## config.mk

```make
export PLATFORM = sky130hd
export DESIGN_NAME = kbd_led_seq
export DESIGN_NICKNAME = d
export VERILOG_FILES = /design/src/rtl/kbd_led_seq.sv
export SDC_FILE = /design/constraint.sdc
export NUM_CORES = 1
export LEC_CHECK = 0
export CAP_MARGIN = 20
export CORE_UTILIZATION = 56
export CTS_CLUSTER_DIAMETER = 120
export DETAILED_ROUTE_END_ITERATION = 6
export GPL_TIMING_DRIVEN = 0
export HOLD_SLACK_MARGIN = 0.03
export PLACE_DENSITY = 0.82
export SKIP_CTS_REPAIR_TIMING = 1
export SLEW_MARGIN = 15
export SYNTH_ARGS = -nofsm -noshare
export SYNTH_HDL_FRONTEND = slang
export SYNTH_SLANG_ARGS = --single-unit
```

## constraint.sdc

```tcl
create_clock -name clk -period 3.58 [get_ports clk]
set_clock_uncertainty 0.15 [all_clocks]
set_input_delay 0.537 -clock clk [delete_from_list [all_inputs] [get_ports clk]]
set_output_delay 0.537 -clock clk [all_outputs]
set_load 0.1 [all_outputs]
```

## src/rtl/kbd_led_seq.sv

```systemverilog
`default_nettype none
`timescale 1ns/1ps
// +----------------------------------------------------------------------+
// | Module      : kbd_led_seq                                            |
// | Description : Sends the keyboard "set LEDs" command (0xED) followed  |
// |               by the LED argument byte whenever the requested LED    |
// |               state changes. Each byte waits for an ACK (0xFA),      |
// |               resends on RESEND (0xFE) or reply timeout, and aborts  |
// |               with a sticky error after MAX_RETRY resends.           |
// | Options     : define KBD_LED_INIT_SEND_EN to force one LED update    |
// |               sequence after every reset.                            |
// | Revision    : 1.0 - initial release                                  |
// +----------------------------------------------------------------------+
module kbd_led_seq #(
  parameter int ACK_TIMEOUT = 30000,
  parameter int MAX_RETRY   = 2
) (
  input  logic       clk,
  input  logic       reset_n,
  input  logic [2:0] leds,
  input  logic       tx_busy,
  output logic       tx_wren,
  output logic [7:0] tx_d,
  input  logic       rx_valid,
  input  logic [7:0] rx_data,
  output logic       busy,
  output logic       error
);

  localparam logic [15:0] ACK_LOAD     = 16'(ACK_TIMEOUT);
  localparam logic [2:0]  RETRY_LIMIT  = 3'(MAX_RETRY);
  localparam logic [7:0]  CMD_SET_LEDS = 8'hED;
  localparam logic [7:0]  KBD_ACK      = 8'hFA;
  localparam logic [7:0]  KBD_RESEND   = 8'hFE;

  typedef enum logic [2:0] {
    S_IDLE     = 3'd0,
    S_SEND     = 3'd1,
    S_WAIT_TXS = 3'd2,
    S_WAIT_TXE = 3'd3,
    S_WAIT_ACK = 3'd4
  } state_t;

  state_t      state;
  logic        phase;      // 0: command byte, 1: argument byte
  logic [2:0]  retry;
  logic [15:0] counter;
  logic [2:0]  cur;
  logic [2:0]  last_sent;
  logic        init_flag;

  logic start;
  logic got_ack;
  logic got_resend;
  logic expired;

  assign start      = (leds != last_sent) || init_flag;
  assign got_ack    = rx_valid && (rx_data == KBD_ACK);
  assign got_resend = rx_valid && (rx_data == KBD_RESEND);
  assign expired    = (counter == 16'd0);

  // The send strobe is only ever presented while in SEND with the transmitter free.
  assign tx_wren = (state == S_SEND) && !tx_busy;
  assign busy    = (state != S_IDLE);

`ifdef KBD_LED_INIT_SEND_EN
  // Init request survives until the first sequence after reset starts.
  always_ff @(posedge clk or negedge reset_n) begin
    if (!reset_n) begin
      init_flag <= 1'b1;
    end else if (state == S_IDLE) begin
      init_flag <= 1'b0;
    end
  end
`else
  assign init_flag = 1'b0;
`endif

  // Sequencer: command byte, argument byte, each with ACK wait and resend.
  always_ff @(posedge clk or negedge reset_n) begin
    if (!reset_n) begin
      state     <= S_IDLE;
      tx_d      <= 8'h00;
      error     <= 1'b0;
      last_sent <= 3'b000;
      retry     <= 3'd0;
      counter   <= 16'd0;
      phase     <= 1'b0;
      cur       <= 3'b000;
    end else begin
      case (state)
        S_IDLE: begin
          if (start) begin
            cur   <= leds;
            error <= 1'b0;
            phase <= 1'b0;
            retry <= 3'd0;
            tx_d  <= CMD_SET_LEDS;
            state <= S_SEND;
          end
        end
        S_SEND: begin
          if (!tx_busy) begin
            state <= S_WAIT_TXS;
          end
        end
        S_WAIT_TXS: begin
          if (tx_busy) begin
            state <= S_WAIT_TXE;
          end
        end
        S_WAIT_TXE: begin
          if (!tx_busy) begin
            counter <= ACK_LOAD;
            state   <= S_WAIT_ACK;
          end
        end
        S_WAIT_ACK: begin
          // A valid reply wins over a timeout landing on the same cycle.
          if (got_ack) begin
            if (!phase) begin
              phase <= 1'b1;
              retry <= 3'd0;
              tx_d  <= {5'b00000, cur};
              state <= S_SEND;
            end else begin
              last_sent <= cur;
              state     <= S_IDLE;
            end
          end else if (got_resend || expired) begin
            if (retry < RETRY_LIMIT) begin
              retry <= retry + 3'd1;
              state <= S_SEND;
            end else begin
              // Give up and record the value anyway so a dead keyboard
              // does not cause an endless retry loop.
              error     <= 1'b1;
              last_sent <= cur;
              state     <= S_IDLE;
            end
          end else begin
            counter <= counter - 16'd1;
          end
        end
        default: begin
          state <= S_IDLE;
        end
      endcase
    end
  end

endmodule
`default_nettype wire

```

Word level (Yosys, flattened, before mapping). Index checks and enable logic that the tools add are counted.

Register bits: 38. Bits in latches: 0. Bits in writable memories: 0. Memory bits (read-only): 0. Input port bits: 15. Logic and storage cells: 86. Memories kept: 0.

Add/subtract/negate cells: 2. $mul: 0. Divide/modulo/power cells: 0. $lt $le $gt $ge: 1. Equal/unequal tests: 22. Shift-type cells: 0. Multiplexer cells: 34. Bitwise operators: 0. Reductions and logical operators: 19.

Operator list (count): 2-to-1 mux 16 bit (3); 2-to-1 mux 3 bit (15); one-hot mux 16 bit (2 select lines) (1); 2-to-1 mux 8 bit (3); inequality test 2 bit, second input constant (12); == test 8 bit, second input constant (2); logical NOT 16 bit (1); one-hot mux 8 bit (2 select lines) (1); subtractor 16 x 1 -> 16 bit, second input constant (1); one-hot mux 3 bit (5 select lines) (1); AND reduction 5 bit (3); AND reduction 4 bit (3); inequality test 3 bit, second input constant (3); 2-to-1 mux 1 bit (7); == test 3 x 2 -> 1 bit, second input constant (2); one-hot mux 3 bit (2 select lines) (1); nonzero test 2 bit (3); one-hot mux 1 bit (2 select lines) (2); adder 3 x 1 -> 3 bit, second input constant (1); == test 3 x 1 -> 1 bit, second input constant (1); == test 3 bit, second input constant (1); logical AND 1 bit (3); logical NOT 3 bit (1); < comparator 3 x 2 -> 1 bit, second input constant (1); other kinds (6) (6).

Longest topological paths before layout. Gate-level depths: netlist (run 1).

Word-level depth: 6. Gate-level depth with buffers: 10.

Least setup slack after synthesis (run 1). No wires, ideal clock.

Path kind: input -> output. From: in tx_busy. To: out tx_wren. Arrival: 2.162 ns. Data required time: 2.893 ns. Path slack: 0.731 ns. Cell stages on the path: 2. Path buffers: 0. Cells stage by stage: nor3b_1 nor2b_1.

Longest elaborated chain between the ends: 2.

RTL lines: start: declaration (line 21) `input logic tx_busy,`; logical NOT 1 bit; logical AND 1 bit (line 63) `assign tx_wren = (state == S_SEND) && !tx_busy;`; end: declaration (line 22) `output logic tx_wren,`.

Every way passes these cells.

Worst setup path in the final report (run 1). Same ends and word-level chain as after synthesis.

==> reports/metrics.cfg, run 1 <==
[status]
status=complete, no violations

[power_and_ir_drop]
peakVddDrop_mv=0.390
p_per_area_nw_per_um2=703
p_leak_nw=0.903

[drt]
drt-total-wl_um=3960
drtIter0Drc=112
routed-via-count=1541
viasPerCell=5.88
drc=0
avgRoutedWirePerCell_um=15.1
dr.pass1.iters=4
antenna_left=0

[place]
placed_cells=254
io_buffers=24
placed_area_um2=2130
place.gp.congestion=0.853
place_hpwl_um=2830

[logic_synthesis]
syn_avg_cell_area_um2=9.92
synth_top_area_frac=0.461
ys_seq_elements=34
yosys.area.top_type=dfrtp_1
ys_seq_area_frac=0.461
synth_ff_type=dfrtp_1
synth_edf_count=0
synthArstFlopShare=1.00
synth_fp_nets=204
synth_cell_types=47
syn_inst=186
syn_area_um2=1840
ys_warn_count=0
synth_area_leaders=dfrtp_1, o21ai_0, mux2_2

[finish]
post-route-util=0.728
num_antenna_cells=0
fin_cells=262
final_nets=235
synthToLayoutAreaGrowth_pct=21.5
drive_above_1_share=0.147
design_area_um2=2240

[grt]
antenna_found_initial=0
grt_usage=0.252
grt_pass1_wl_um=6530
grt_overflow_total=0
grt_max_degree=35
first_global_vias=1480

[floorplan]
initial_utilization=0.599
core_um2=3080
die_h_um=59.4
dieArea_um2=3530
io-pin-count=26
fp.dieW_um=59.4
rows=20

[clock_network]
root_buffer=clkbuf_4
cts.sinks=34
h-tree-depth=2
path_clk_slew_ns=0.12
clockBufferDepth=2
clock_latency_ns=0.34
numCtsBuffers=5
cts_tree=done

[worst_hold_path]
hold_path.class=in2async

[timing]
maxSlewHeadroom=0.343
period_share=0.905
fin_setup_tns_ns=0
timing.fmax_ghz=0.309
worstMarginPinSlew_ns=0.983
finalHoldViolCount=0
rsz0062_at_grt=false
setup_viol=0
min_period_ns=3.24
finalMaxSlewViolations=0

[worst_setup_path]
required_ns=2.89
endpoint_kind=primary output
reg2reg_slack_ns=1.11
start_kind=primary input
crit_arrival_ns=2.55
path_class=in2out
cp_max_fo=3

[flow_run]
maxCapViolCount=0

## Yosys cell counts (3+ instances only)
master	count
a21oi_1	5
or3_1	8
a31o_2	3
mux2_2	6
nor2_1	14
nand3_1	4
o21ai_0	15
nor3b_1	7
nand2_1	12
buf_4	5
dfrtp_1	34
inv_1	6
nor3_1	6
nor4_1	5
ha_1	3
a31oi_1	4
or3b_1	3
xnor2_1	4
## cell families after synthesis
family / synth area share
AND/OR/NAND/NOR: 0.235
XOR/XNOR: 0.0237
adder cells (fa/ha/maj): 0.0204
AO/OA/AOI/OAI: 0.152
flip-flops: 0.461
other: 0.00203
multiplexers: 0.0475
buffers and inverters: 0.0577
## routing by layer
| metal | track usage | vias up | routed length, um | part of all wire |
|---|---|---|---|---|
| met4 | 0.112 | 0 | 49 | 0.012 |
| met5 | 0 | - | 0 | 0 |
| met2 | 0.406 | 53 | 1960 | 0.50 |
| li1 | - | 742 | - | - |
| met1 | 0.328 | 741 | 1750 | 0.44 |
| met3 | 0.0502 | 5 | 197 | 0.050 |
## state kept, by name, summed over array words and instances, names as in the netlist
name and count:
counter 16, cur 3, error 1, last_sent 3, phase 1, retry 3
state 3, tx_d 4
## cells in the final DEF, fill, tap and decap left out, drive strengths merged, types with 3 or more instances in the layout
master / n
a21oi: 5
a31o: 3
a31oi: 4
buf: 8
clkbuf: 9
clkdlybuf4s50: 23
dfrtp: 34
ha: 3
inv: 7
mux2: 6
nand2: 12
nand3: 4
nor2: 14
nor3: 6
nor3b: 7
nor4: 5
o21ai: 16
or3: 8
or3b: 3
xnor2: 4
## power by group
part / switching [W] / leakage [nW] / internal (W)
logic: 0.000404 / 0.437 / 0.000239
registers: 0.0000902 / 0.411 / 0.000479
clock network: 0.000145 / 0.0554 / 0.000218
total: 0.000639 / 0.903 / 0.000936
## critical path, stage by stage
cell             delay (ns)
clkdlybuf4s50_1        0.45
nor3b_1                0.27
nor2b_1                0.16
clkdlybuf4s50_1        1.13
## final timing paths
check,endpoint,cells past startpoint,start
setup / recovery,tx_wren,4,tx_busy
hold / removal,counter[8]$_DFFE_PN0P_,1,reset_n
setup reg to reg,counter[5]$_DFFE_PN0P_,8,counter[7]$_DFFE_PN0P_
hold reg to reg,tx_d[0]$_DFFE_PN0P_,1,tx_d[0]$_DFFE_PN0P_
max in group asynchronous,counter[11]$_DFFE_PN0P_,1,reset_n
min in group clk,tx_d[0]$_DFFE_PN0P_,1,tx_d[0]$_DFFE_PN0P_
## through the flow
step	power [W]	worst slack [ns]	hold WS [ns]
after floorplan	0.00104	0.731	0.0914
after global placement	0.00118	0.361	0.324
after detailed placement	0.00121	0.342	0.335
after CTS	0.00157	0.337	0.109
after global routing	0.00166	0.234	0.146
final	0.00157	0.339	0.0870
## cell type report
class / count / area (um^2)
multi-input combinational: 134 / 887
sequential: 34 / 851
fill: 240 / 837
timing repair buffer: 24 / 235
buffer: 11 / 77.6
clock inverter: 3 / 68.8
tap: 44 / 55.1
clock buffer: 5 / 37.5
inverter: 7 / 28.8
(Power assumes the default switching activity.)
==> inputs of run 2 (changes only) <==
--- a/config.mk
+++ b/config.mk
@@ -6,12 +6,12 @@
 export NUM_CORES = 1
 export LEC_CHECK = 0
 export CAP_MARGIN = 20
-export CORE_UTILIZATION = 56
+export CORE_UTILIZATION = 40
 export CTS_CLUSTER_DIAMETER = 120
 export DETAILED_ROUTE_END_ITERATION = 6
 export GPL_TIMING_DRIVEN = 0
 export HOLD_SLACK_MARGIN = 0.03
-export PLACE_DENSITY = 0.82
+export PLACE_DENSITY = 0.62
 export SKIP_CTS_REPAIR_TIMING = 1
 export SLEW_MARGIN = 15
 export SYNTH_ARGS = -nofsm -noshare
==> reports/metrics.cfg, run 2 (same netlist as run 1, synthesis figures left out) <==
[timing]
period_share=0.926
fin_hold_ws_ns=0.345
timing.fmax_ghz=0.301
setup_viol=0
rsz0062_at_grt=false
maxSlewHeadroom=0.344
fin_setup_tns_ns=0
finalHoldViolCount=0
finalMaxSlewViolations=0
worstMarginPinSlew_ns=0.981
min_period_ns=3.32

[clock_network]
cts_tree=done
path_clk_slew_ns=0.07
h-tree-depth=2
numCtsBuffers=5
cts.sinks=34
root_buffer=clkbuf_8
clockBufferDepth=2
clock_latency_ns=0.29

[grt]
grt_usage=0.183
grt_max_degree=28
antenna_found_initial=0
grt_overflow_total=0
grt_pass1_wl_um=6990
first_global_vias=1437

[place]
io_buffers=24
place_hpwl_um=3060
place.gp.congestion=0.799

[floorplan]
fp.dieW_um=69.9
dieArea_um2=4890
core_um2=4380
io-pin-count=26
initial_utilization=0.421
rows=24
die_h_um=69.9

[drt]
drtIter0Drc=55
drc=0
dr.pass1.iters=4
routed-via-count=1485
wl_met1_um=1960
routed.top_layer=met4
avgRoutedWirePerCell_um=15.2
wl_met2_um=1990
drt-total-wl_um=4150
viasPerCell=5.46
antenna_left=0
met3_length_um=149

[power_and_ir_drop]
p_leak_nw=0.912
p_switching_w=0.000648
internal_power_w=0.000931
switching_share=0.410
combPwrFrac=0.416
peakVddDrop_mv=0.304
p_clk_frac=0.226
p_per_area_nw_per_um2=690
seqPwrFrac=0.359

[worst_setup_path]
reg2reg_slack_ns=1.12
endpoint_kind=primary output
r2r-end=last_sent[0]$_DFFE_PN0P_
path_depth=4
path_cells=clkdlybuf4s50_1 -> nor3b_1 -> nor2b_1 -> clkdlybuf4s50_1
r2r.worst_path.cells=6
max_stage_delay_ns=1.14
path_class=in2out
crit_arrival_ns=2.63
critPathBufInv=2
regToRegStartpoint=counter[7]$_DFFE_PN0P_
cp_common_cell=clkdlybuf4s50_1
worst_path_max_delay_cell=clkdlybuf4s50_1
cp_max_fo=3
start_kind=primary input
required_ns=2.89
cp_top_family=buffers and inverters
cp-endpoint=tx_wren
startpoint=tx_busy

[finish]
num_antenna_cells=0
largest_reg_flops=16
top_register=counter
final_common_cell=dfrtp_1
final_cell_mix=dfrtp_1, clkdlybuf4s50_1, o21ai_0, nor2_1, nand2_1
drive_above_1_share=0.150
fillCellCount=395
reg.largest.list=counter (16), tx_d (4)
synthToLayoutAreaGrowth_pct=24.1
final_nets=237
regArea_um2=851
multiInputGateArea_um2=887

[flow_run]
maxCapViolCount=0

[worst_hold_path]
hold_path.class=reg2reg

[status]
status=complete, no violations

==> run 2: cell types whose count changed in the layout (fill, tap and decap cells not counted) <==
cell and change:
buf_12 +1, bufinv_16 -1, clkbuf_4 -5, clkbuf_8 +5, clkinv_4 -1, clkinvlp_4 +2
dlygate4sd3_1 +1
==> run 2: power by group through the flow <==
stage / registers, W / clock network (W) / logic (W)
final: 0.000566 / 0.000356 / 0.000657
after global routing: 0.000581 / 0.000387 / 0.000715
after CTS: 0.000565 / 0.000367 / 0.000660
after detailed placement: 0.000572 / 0 / 0.000658
after global placement: 0.000566 / 0 / 0.000635
after floorplan: 0.000584 / 0 / 0.000461
==> run 2: layout make-up <==
type                    count  share of cell area
inverters                   7              0.0126
clock buffers               5              0.0301
repair buffers             26               0.116
clock inverters             3              0.0197
well taps                  52              0.0284
multi-input cells         134               0.388
flip-flops and latches     34               0.372
plain buffers              11              0.0339
==> run 2: metal layers <==
metal,global-route usage,up-vias
li1,-,736
met1,0.246,720
met2,0.285,23
met3,0.0534,6
met4,0.0578,0
met5,0,-
==> run 2: worst min path at each step <==
stage | start | end | slack (ns) | depth (start not counted)
global route | error$_DFFE_PN0P_ | error$_DFFE_PN0P_ | 0.39 | 1
finish | error$_DFFE_PN0P_ | error$_DFFE_PN0P_ | 0.35 | 1
detailed placement | reset_n | state[1]$_DFFE_PN0P_ | 0.25 | 1
global placement | error$_DFFE_PN0P_ | error$_DFFE_PN0P_ | 0.33 | 1
floorplan | reset_n | counter[0]$_DFFE_PN0P_ | 0.09 | 0
CTS | reset_n | retry[0]$_DFFE_PN0P_ | -0.06 | 1
==> run 2: through the flow <==
| step | total power [W] | setup WS [ns] | cells | cell area, um^2 | util |
|---|---|---|---|---|---|
| final | 0.00158 | 0.263 | 272 | 2290 | 0.522 |
| after global placement | 0.00120 | 0.355 | 262 | 2150 | 0.490 |
| after detailed placement | 0.00123 | 0.254 | 263 | 2160 | 0.494 |
| after floorplan | 0.00104 | 0.731 | 186 | 1840 | - |
| after CTS | 0.00159 | 0.234 | 271 | 2280 | 0.520 |
| after global routing | 0.00168 | 0.129 | 272 | 2290 | 0.522 |
==> inputs of run 3 (changes only) <==
--- a/config.mk
+++ b/config.mk
@@ -6,12 +6,13 @@
 export NUM_CORES = 1
 export LEC_CHECK = 0
 export CAP_MARGIN = 20
-export CORE_UTILIZATION = 40
+export CORE_UTILIZATION = 45
 export CTS_CLUSTER_DIAMETER = 120
+export CTS_CLUSTER_SIZE = 30
 export DETAILED_ROUTE_END_ITERATION = 6
 export GPL_TIMING_DRIVEN = 0
 export HOLD_SLACK_MARGIN = 0.03
-export PLACE_DENSITY = 0.62
+export PLACE_DENSITY = 0.68
 export SKIP_CTS_REPAIR_TIMING = 1
 export SLEW_MARGIN = 15
 export SYNTH_ARGS = -nofsm -noshare
==> reports/metrics.cfg, run 3 (same netlist as run 1, synthesis figures left out) <==
[status]
status=complete, no violations

[timing]
min_period_ns=3.32
fin_setup_tns_ns=0
fin_hold_ws_ns=0.174
finalMaxSlewViolations=0
worstMarginPinSlew_ns=0.981
setup_viol=0
rsz0062_at_grt=false
timing.fmax_ghz=0.302
period_share=0.926
maxSlewHeadroom=0.344
finalHoldViolCount=0

[finish]
final_nets=235
top_register=counter
design_area_um2=2220
synthToLayoutAreaGrowth_pct=20.5
reg.largest.list=counter (16), tx_d (4)
multiInputGateArea_um2=887
drive_above_1_share=0.139
num_antenna_cells=0
regArea_um2=851
fillCellCount=359
final_common_cell=dfrtp_1
largest_reg_flops=16
final_cell_mix=dfrtp_1, clkdlybuf4s50_1, o21ai_0, nor2_1, nand2_1

[grt]
first_global_vias=1515
grt_max_degree=35
grt_overflow_total=0
grt_usage=0.211
grt_pass1_wl_um=6830
antenna_found_initial=0

[floorplan]
fp.dieW_um=66.0
die_h_um=66.0
initial_utilization=0.486
dieArea_um2=4360
rows=22
core_um2=3800
io-pin-count=26

[flow_run]
maxCapViolCount=0

[drt]
drtIter0Drc=81
routed-via-count=1487
drc=0
dr.pass1.iters=4
avgRoutedWirePerCell_um=15.7
antenna_left=0
drt-total-wl_um=4140
viasPerCell=5.63

[clock_network]
cts_tree=done
cts.sinks=34
root_buffer=clkbuf_8
h-tree-depth=2
clockBufferDepth=2
numCtsBuffers=5
path_clk_slew_ns=0.06
clock_latency_ns=0.29

[power_and_ir_drop]
seqPwrFrac=0.382
p_per_area_nw_per_um2=670
switching_share=0.417
p_clk_frac=0.187
p_switching_w=0.000621
combPwrFrac=0.431
peakVddDrop_mv=0.325
p_leak_nw=0.891
internal_power_w=0.000868

[place]
place.gp.congestion=0.826
placed_area_um2=2140
io_buffers=24
place_hpwl_um=3030

[worst_setup_path]
reg2reg_slack_ns=1.14
required_ns=2.89
cp_max_fo=3
start_kind=primary input
endpoint_kind=primary output
crit_arrival_ns=2.63
path_class=in2out

[worst_hold_path]
hold_path.class=in2async

run 3: cell types whose count changed in the layout (fill, tap and decap cells not counted):
cell / delta
buf_12: -1
bufinv_16: -1
clkbuf_8: +1
clkinvlp_4: -2
dlygate4sd3_1: -1
run 3: per-stage QoR:
step / instances / util / power [W] / setup WS (ns)
after detailed placement: 258 / 0.563 / 0.00122 / 0.268
final: 264 / 0.585 / 0.00149 / 0.264
after CTS: 264 / 0.585 / 0.00150 / 0.263
after floorplan: 186 / - / 0.00104 / 0.731
after global routing: 264 / 0.585 / 0.00159 / 0.183
after global placement: 258 / 0.565 / 0.00119 / 0.353
run 3: power by group through the flow:
stage | Clock (W) | Sequential (W) | Combinational [W]
6_report | 0.000279 | 0.000568 | 0.000642
5_1_grt | 0.000304 | 0.000583 | 0.000707
4_1_cts | 0.000289 | 0.000568 | 0.000647
3_5_place_dp | 0 | 0.000575 | 0.000644
3_3_place_gp | 0 | 0.000567 | 0.000625
2_1_floorplan | 0 | 0.000584 | 0.000461
run 3: cell type report:
cell class / instances / area share
multi-input combinational: 134 / 0.399
inverter: 7 / 0.0130
sequential: 34 / 0.383
tap: 48 / 0.0270
clock buffer: 6 / 0.0372
buffer: 11 / 0.0349
timing repair buffer: 24 / 0.106
run 3: path summary, 6_finish.rpt:
kind | depth (start not counted) | start | to
worst min register to register | 1 | tx_d[0]$_DFFE_PN0P_ | tx_d[0]$_DFFE_PN0P_
worst max register to register | 6 | counter[7]$_DFFE_PN0P_ | last_sent[2]$_DFFE_PN0P_
worst min-delay path | 1 | reset_n | counter[8]$_DFFE_PN0P_
worst max-delay path | 4 | tx_busy | tx_wren
min in group clk | 1 | tx_d[0]$_DFFE_PN0P_ | tx_d[0]$_DFFE_PN0P_
max in group asynchronous | 1 | reset_n | tx_d[2]$_DFFE_PN0P_
run 3: critical path, stage by stage:
cell and delay (ns):
clkdlybuf4s50_1 0.44, nor3b_1 0.30, nor2b_1 0.20, clkdlybuf4s50_1 1.14
run 3: per-layer routing:
layer	part of all wire	track usage
met1	0.45	0.256
met2	0.50	0.357
met3	0.039	0.0414
met4	0.0082	0.0984
met5	0	0
